==> src/rtl/trace_capture_unit.sv <==
// Cycle-trace unit for the single-cycle MIPS core: timestamps retired instructions
// into a circular record buffer, with trigger, filter, cycle budget and dump strobe.
module trace_capture_unit #(
  parameter int DATA_W      = 32,
  parameter int DEPTH       = 16,
  parameter int CYCLE_LIMIT = 20,
  parameter int DUMP_PERIOD = 5,
  parameter int WRAP        = 1,
  localparam int REC_W      = 16 + 3*DATA_W + 8,
  localparam int CNT_W      = $clog2(DEPTH+1)
) (
  input  logic              clk,
  input  logic              reset,
  input  logic              arm,
  input  logic              trig_en,
  input  logic [DATA_W-1:0] trig_pc,
  input  logic [1:0]        filter,
  input  logic              retire,
  input  logic [DATA_W-1:0] pc,
  input  logic [DATA_W-1:0] instr,
  input  logic [DATA_W-1:0] wr_data,
  input  logic [4:0]        wr_reg,
  input  logic              reg_write,
  input  logic              mem_read,
  input  logic              mem_write,
  input  logic              rd_en,
  output logic              rd_valid,
  output logic [REC_W-1:0]  rd_data,
  output logic [CNT_W-1:0]  count,
  output logic              overflow,
  output logic [15:0]       cycle_count,
  output logic              dump_pulse,
  output logic              halt,
  output logic [1:0]        state
);

  localparam int PTR_W = $clog2(DEPTH);
  localparam logic [15:0] LIMIT = 16'(CYCLE_LIMIT);
  localparam logic [15:0] DUMP_DIV = 16'((DUMP_PERIOD == 0) ? 1 : DUMP_PERIOD);
  localparam logic [CNT_W-1:0] FULL_CNT = CNT_W'(DEPTH);

  typedef enum logic [1:0] {
    IDLE    = 2'd0,
    ARMED   = 2'd1,
    CAPTURE = 2'd2,
    DONE    = 2'd3
  } state_t;

  state_t state_q, state_d;

  logic [REC_W-1:0] mem [DEPTH];
  logic [PTR_W-1:0] wptr, rptr;
  logic [REC_W-1:0] rec;
  logic [15:0]      cc_next;
  logic             traced, keep, store, pop, full, write_en, limit_hit, dump_hit;

  assign state = state_q;

  always_comb begin
    rec       = {cycle_count, pc, instr, reg_write, mem_write, mem_read, wr_reg, wr_data};
    cc_next   = cycle_count + 16'd1;
    limit_hit = (CYCLE_LIMIT != 0) && (cc_next == LIMIT);
    dump_hit  = (DUMP_PERIOD != 0) && (cc_next != 16'd0) && ((cc_next % DUMP_DIV) == 16'd0);
    traced    = 1'b0;
    if (!arm && retire) begin
      if (state_q == ARMED)        traced = !trig_en || (pc == trig_pc);
      else if (state_q == CAPTURE) traced = 1'b1;
    end
    keep  = (filter == 2'b00) || (filter[0] && reg_write) ||
            (filter[1] && (mem_read || mem_write));
    store = traced && keep;
    full  = (count == FULL_CNT);
    pop   = !arm && rd_en && (count != '0);
    // A pop frees a slot in the same cycle, so a full buffer still accepts the store.
    write_en = store && (!full || pop || (WRAP != 0));
    state_d = state_q;
    if (arm)         state_d = ARMED;
    else if (traced) state_d = limit_hit ? DONE : CAPTURE;
  end

  always_ff @(posedge clk or negedge reset) begin
    if (!reset) state_q <= IDLE;
    else        state_q <= state_d;
  end

  always_ff @(posedge clk) begin
    if (write_en) mem[wptr] <= rec;
  end

  always_ff @(posedge clk or negedge reset) begin
    if (!reset) begin
      wptr        <= '0;
      rptr        <= '0;
      count       <= '0;
      cycle_count <= '0;
      overflow    <= 1'b0;
      halt        <= 1'b0;
      rd_valid    <= 1'b0;
      rd_data     <= '0;
      dump_pulse  <= 1'b0;
    end else if (arm) begin
      wptr        <= '0;
      rptr        <= '0;
      count       <= '0;
      cycle_count <= '0;
      overflow    <= 1'b0;
      halt        <= 1'b0;
      rd_valid    <= 1'b0;
      rd_data     <= '0;
      dump_pulse  <= 1'b0;
    end else begin
      rd_valid   <= pop;
      if (pop) rd_data <= mem[rptr];
      dump_pulse <= traced && dump_hit;
      if (traced) begin
        cycle_count <= cc_next;
        if (limit_hit) halt <= 1'b1;
      end
      if (write_en) wptr <= wptr + 1'b1;
      // An overwrite at full without a pop discards the oldest entry.
      if (pop || (write_en && full)) rptr <= rptr + 1'b1;
      if (write_en && !pop && !full) count <= count + 1'b1;
      else if (pop && !write_en)     count <= count - 1'b1;
      if (store && full && !pop) overflow <= 1'b1;
    end
  end

endmodule

==> config.mk <==
export PLATFORM = sky130hd
export DESIGN_NAME = trace_capture_unit
export DESIGN_NICKNAME = d
export VERILOG_FILES = /design/src/rtl/trace_capture_unit.sv
export SDC_FILE = /design/constraint.sdc
export NUM_CORES = 2
export LEC_CHECK = 0
export BUFFER_PORTS_ARGS = -buffer_cell sky130_fd_sc_hd__buf_4
export CORE_MARGIN = 3
export CORE_UTILIZATION = 38
export CTS_CLUSTER_SIZE = 12
export DETAILED_ROUTE_END_ITERATION = 7
export GPL_TIMING_DRIVEN = 0
export HOLD_SLACK_MARGIN = 0.08
export SETUP_SLACK_MARGIN = 0.2
export SLEW_MARGIN = 40
export SYNTH_ARGS = -nofsm -noshare
export SYNTH_HDL_FRONTEND = slang
export SYNTH_SLANG_ARGS = --single-unit
==> constraint.sdc <==
create_clock -name clk -period 28.2 [get_ports clk]
set_input_delay 7.05 -clock clk [delete_from_list [all_inputs] [get_ports clk]]
set_output_delay 7.05 -clock clk [all_outputs]
set_load 0.05 [all_outputs]
* Word-level counts from Yosys, hierarchy flattened *
Memory sizes are Yosys's and may differ from the RTL's.
Cells that the tools add are included.

operators by class
  add/sub/neg operators = 5
  divide/modulo/power cells = 1
  equality and inequality tests = 5
  muxes and demuxes = 26
  reductions and logical operators = 35

operators by type and width
  cell                                                                       count
  120-bit two-way mux                                                        2
  32-bit equality test                                                       1
  16-bit two-way mux                                                         2
  16-bit by 1-bit adder with 16-bit output (second input constant)           1
  16-bit by 5-bit equality test with 1-bit output (second input constant)    1
  16-bit logical NOT                                                         1
  16-bit by 3-bit remainder unit with 16-bit output (second input constant)  1
  4-bit two-way mux                                                          4
  16-bit nonzero test                                                        1
  5-bit two-way mux                                                          3
  1-bit logical AND                                                          13
  1-bit two-way mux                                                          13
  2-bit nonzero test                                                         6
  4-bit by 1-bit adder with 4-bit output (second input constant)             2
  5-bit by 1-bit adder with 5-bit output (second input constant)             1
  5-bit equality test (second input constant)                                1
  1-bit logical NOT                                                          5
  1-bit logical OR                                                           5
  5-bit nonzero test                                                         1
  5-bit by 1-bit subtractor with 5-bit output (second input constant)        1
  2-bit two-way mux                                                          2
  3-bit nonzero test                                                         1
  2-bit by 1-bit equality test with 1-bit output (second input constant)     1
  2-bit equality test (second input constant)                                1
  other kinds (2)                                                            2

storage, ports and cells
  register bits = 155
  memory bits (writable) = 1920
  bits of input ports = 144
  output and inout port bits = 147
  word-level logic and storage cells = 83
  memories = 1

memories
  memory  words  width  rd ports  clocked after Yosys merged registers in  wr ports  RTL line  text
  mem     16     120    1         0                                        1         51        logic [REC_W-1:0] mem [DEPTH];

* Depth between registers and ports, before layout *
  depth after elaboration = 10
  gate-level depth with buffers = 29

* Least setup slack after synthesis *
No wires, ideal clock.

  path type = input port to flip-flop
  from = input port trig_pc[30]
  to = memory mem[4][0] (netlist bit) (enable)
  arrival time = 17.103 ns
  slack = 10.351 ns
  stages = 10
  path buffers = 1
  cells stage by stage = xor2_1 -> nor4_1 -> nand4_1 -> o21ai_0 -> and3_1 -> o21ai_0 -> a211oi_1 -> clkbuf_1 -> nand2_1 -> nor3_1

on the way
  cells in the longest elaborated chain, start to end = 7

ends and longest elaborated chain
  element                                  RTL line  text
  start, declared                          16        input logic [DATA_W-1:0] trig_pc,
  32-bit equality test                     66        if (state_q == ARMED) traced = !trig_en || (pc == trig_pc);
  1-bit logical OR                         66
  1-bit two-way mux                        66
  1-bit two-way mux                        65        if (!arm && retire) begin
  1-bit logical AND                        71        store = traced && keep;
  1-bit two-way mux                        87        if (write_en) mem[wptr] <= rec;
  1-bit two-way mux (not written as such)  87
  end, declared                            51

No other way between the ends.

* Worst setup path after layout *
  from = input port pc[31]
  to = memory mem[7][85] (netlist bit) (enable)

on the way
  cells in the longest elaborated chain, start to end = 7

ends and longest elaborated chain
  element                                  RTL line  text
  start, declared                          19        input logic [DATA_W-1:0] pc,
  32-bit equality test                     66
  1-bit logical OR                         66
  1-bit two-way mux                        66
  1-bit two-way mux                        65
  1-bit logical AND                        71
  1-bit two-way mux                        87
  1-bit two-way mux (not written as such)  87

No other way between the ends.

==> flow_metrics.env <==
export IMPL_setup_viol=0
export IMPL_hpwl_mm=149
export IMPL_ir_drop_mv=0.0663
export IMPL_cts_sinks=2075
export IMPL_hold_class="flip-flop to flip-flop"
export IMPL_grt_first_pass_wirelength_mm=317
export IMPL_combPwrFrac_pct=20.6
export IMPL_core_rowCount=168
export IMPL_via_per_inst=5.58
export IMPL_drc=0
export IMPL_cts_buffers=200
export IMPL_instances_no_fill=7485
export IMPL_fin_crit_sh_pct=41.2
export IMPL_grt_max_degree=62
export IMPL_cp_slowest_stage_delay_ns=0.56
export IMPL_finalSetupTns_ns=0
export IMPL_cts_root_buf="clkbuf_16"
export IMPL_clk_latency_ns=0.83
export IMPL_grt_usage_pct=20.5
export IMPL_syn_nets=3927
export IMPL_nets=4649
export IMPL_portBuffers=290
export IMPL_dp_worst_setup_slack_ns=15.29
export IMPL_critical_path_endpoint_type="flip-flop"
export IMPL_outcome="complete, no violations"
export IMPL_tightest_slew_ns=0.905
export IMPL_dr_total_vias=41800
export IMPL_die_w_um=468
export IMPL_cts_resized=0
export IMPL_syn_avg_cell_area_um2=21.5
export IMPL_initial_core_util_pct=38.4
export IMPL_num_io_pins=291
export IMPL_rsz0062_at_grt="false"
export IMPL_postSynthCellCount=3770
export IMPL_async_flop_share_pct=7.47
export IMPL_switchingPower_mw=2.08
export IMPL_switching_share_pct=27.6
export IMPL_dp_cells=7093
export IMPL_hold_buffers=0
export IMPL_power_leakage_nw=31.0
export IMPL_overflow=0
export IMPL_seqPwrFrac_pct=45.9
export IMPL_drt_iter0_drc=4931
export IMPL_path_common_cell="buf_4"
export IMPL_critical_path_max_fanout=17
export IMPL_ys_types=94
export IMPL_maxSlewHeadroom_pct=39.7
export IMPL_startpoint="pc[31]"
export IMPL_wirelength_mm=224
export IMPL_synth_edf_count=1920
export IMPL_ys_flop_type="edfxtp_1"
export IMPL_crit_type="input port to flip-flop"
export IMPL_core_area_um2=211000
export IMPL_area_growth_pct=18.8
export IMPL_drive_gt1_share_pct=33.3
export IMPL_globalplace_congestion=0.813
export IMPL_die_h_um=468
export IMPL_ys_seq_elements=2075
export IMPL_clockPowerShare_pct=33.5
export IMPL_clock_skew_ns=0.0460
export IMPL_startpoint_type="input port"
export IMPL_cts_setup_buffers=0
export IMPL_final_cell_area_um2=96200
export IMPL_yosysSeqAreaShare_pct=76.0
export IMPL_place_area_um2=90000
export IMPL_antenna_found_initial=39
export IMPL_worstHoldStart="rd_data[97]$_DFFE_PN0P_"
export IMPL_tritoncts="done"
export IMPL_h_tree_depth=4
export IMPL_cp_arrival_ns=12.13
export IMPL_ant_nets=0
export IMPL_crit_required_ns=28.72
export IMPL_maxSlewViolCount=0
export IMPL_cts_buffer_depth=3
export IMPL_internal_power_mw=5.45
export IMPL_cpMaxStageDelayCell="a211oi_2"
export IMPL_max_cap_violations=0
export IMPL_wl_per_cell_um=30.0
export IMPL_grt_pass1_vias=42400
export IMPL_yosys_warnings=0
export IMPL_hold_violations=0
export IMPL_dr_pass1_iters=6
export IMPL_nFillCells=17700
export IMPL_die_area_um2=219000
export IMPL_clkTransAtPathRegs_ns=0.06
export IMPL_worstPathCellList="buf_4, xor2_1, nor4_1, nand4_1, o21ai_2, and3_1, o21ai_1, a211oi_2, clkbuf_1, nand2_1, nor3_2, buf_4, buf_4, buf_2, buf_6, buf_2, buf_4"
export IMPL_max_freq_mhz=86.2
export IMPL_synth_area_um2=80900
export IMPL_setup_slack_ns=16.59
export IMPL_p_per_area_nw_per_um2=78.3
export IMPL_r2r_start="cycle_count[5]$_DFFE_PN0P_"
export IMPL_min_period_ns=11.61
==> synthesized netlist by cell type, types with 4 or more instances <==
cell | count | area (um^2)
nor4_1 | 22 | 138
buf_4 | 6 | 45.0
and3_1 | 11 | 68.8
edfxtp_1 | 1920 | 57700
xnor2_1 | 25 | 219
buf_1 | 50 | 188
inv_1 | 18 | 67.6
clkbuf_1 | 145 | 544
mux2i_1 | 4 | 40.0
a211oi_1 | 5 | 37.5
nor3_1 | 25 | 125
a22o_1 | 4 | 35.0
o21ai_0 | 22 | 110
a21o_1 | 11 | 82.6
nor2_1 | 63 | 236
and2_1 | 16 | 100
or4_1 | 5 | 37.5
nand4_1 | 9 | 56.3
dfrtp_1 | 155 | 3880
o2111ai_1 | 4 | 35.0
or3_1 | 7 | 43.8
o21a_1 | 4 | 30.0
o211ai_1 | 6 | 45.0
nand3_1 | 20 | 100
a21oi_1 | 148 | 741
nand2_1 | 287 | 1080
buf_2 | 5 | 25.0
o211a_1 | 6 | 60.1
xor2_1 | 51 | 447
o31ai_1 | 8 | 60.1
mux4_2 | 600 | 13500
ha_1 | 12 | 150
o21ai_1 | 5 | 25.0
==> flip-flops by register name, indices dropped and copies added, names as in the netlist, 2 cells and up <==
signal and cells:
count 5, rd_data 120, wptr 4, mem 1920, rptr 4, cycle_count 16
state 2
==> final timing paths <==
| kind | cells past startpoint | endpoint | slack [ns] |
|---|---|---|---|
| max in group asynchronous | 2 | cycle_count[0]$_DFFE_PN0P_ | 21.22 |
| min in group asynchronous | 1 | rd_data[83]$_DFFE_PN0P_ | 6.20 |
| worst max-delay path | 17 | mem[7][85]$_DFFE_PP_ | 16.59 |
| worst max register to register | 28 | dump_pulse$_DFF_PN0_ | 19.79 |
| worst min-delay path | 2 | rd_data[97]$_DFFE_PN0P_ | 0.52 |
| worst min register to register | 2 | rd_data[97]$_DFFE_PN0P_ | 0.52 |
==> layout by cell type (no fill, tap or decap), types with 6 or more instances in the layout <==
cell type	n
a21o_1	11
a21oi_1	148
and2_1	8
and2_4	8
and3_1	11
buf_1	11
buf_12	44
buf_16	37
buf_2	78
buf_4	375
buf_6	10
buf_8	26
clkbuf_1	187
clkbuf_16	203
clkbuf_2	91
clkbuf_8	15
clkinv_2	8
dfrtp_1	152
diode_2	13
edfxtp_1	1920
ha_1	12
inv_1	18
mux4_2	600
nand2_1	287
nand3_1	20
nand4_1	9
nor2_1	59
nor3_1	21
nor3_2	6
nor4_1	22
o211a_1	6
o211ai_1	6
o21ai_0	19
o21ai_1	6
o31ai_1	8
or3_1	7
xnor2_1	25
xor2_1	50
==> layer usage <==
| metal | vias to the layer above | wire [um] | global-route usage [%] |
|---|---|---|---|
| met3 | 364 | 16500 | 4.02 |
| met1 | 22500 | 91000 | 28.0 |
| li1 | 17200 | - | - |
| met2 | 1715 | 110000 | 33.3 |
| met5 | - | 241 | 0 |
| met4 | 30 | 6830 | 6.41 |
==> through the flow <==
| step | hold slack [ns] | power, mW | util (%) |
|---|---|---|---|
| after CTS | 0.525 | 7.60 | 45.6 |
| after global placement | 0.514 | 5.06 | 41.1 |
| after floorplan | 0.576 | 4.50 | - |
| after global routing | 0.544 | 7.80 | 45.6 |
| final | 0.520 | 7.53 | 45.7 |
| after detailed placement | 0.517 | 5.10 | 42.7 |
==> kinds of logic (layout without fill, tap and decap cells) <==
logic type               count (synthesis)  after routing  share of synthesized area, %
XOR/XNOR                                76             76                         0.822
multiplexers                           606            606                          16.8
AO/OA/AOI/OAI                          277            277                          2.24
buffers and inverters                  226           1123                          1.10
AND/OR/NAND/NOR                        496            496                          2.80
adder cells (fa/ha/maj)                 14             14                         0.223
flip-flops                            2075           2075                          76.0
other                                    0             13                             0
==> critical path: cells and delay by family <==
| kind | cells | cell delay, ns |
|---|---|---|
| XOR/XNOR | 1 | 0.20 |
| buffers and inverters | 8 | 1.91 |
| AO/OA/AOI/OAI | 3 | 1.34 |
| AND/OR/NAND/NOR | 5 | 1.57 |
==> power groups by stage <==
stage	logic [mW]	registers [mW]	clock network, mW
detailed placement	1.58	3.52	0
CTS	1.58	3.46	2.57
global route	1.64	3.46	2.69
finish	1.55	3.46	2.52
floorplan	0.837	3.67	0
global placement	1.54	3.52	0
==> cell type report <==
cell class	instances	area (um^2)	area share, %
multi-input cells	1469	18600	19.4
repair buffers	520	5330	5.54
well taps	2805	3510	3.65
inverters	18	67.6	0.0703
clock buffers	350	5780	6.01
plain buffers	208	988	1.03
diodes	13	32.5	0.0338
clock inverters	27	289	0.301
flip-flops and latches	2075	61500	64.0
No activity file was read; power rests on OpenSTA's default activity.
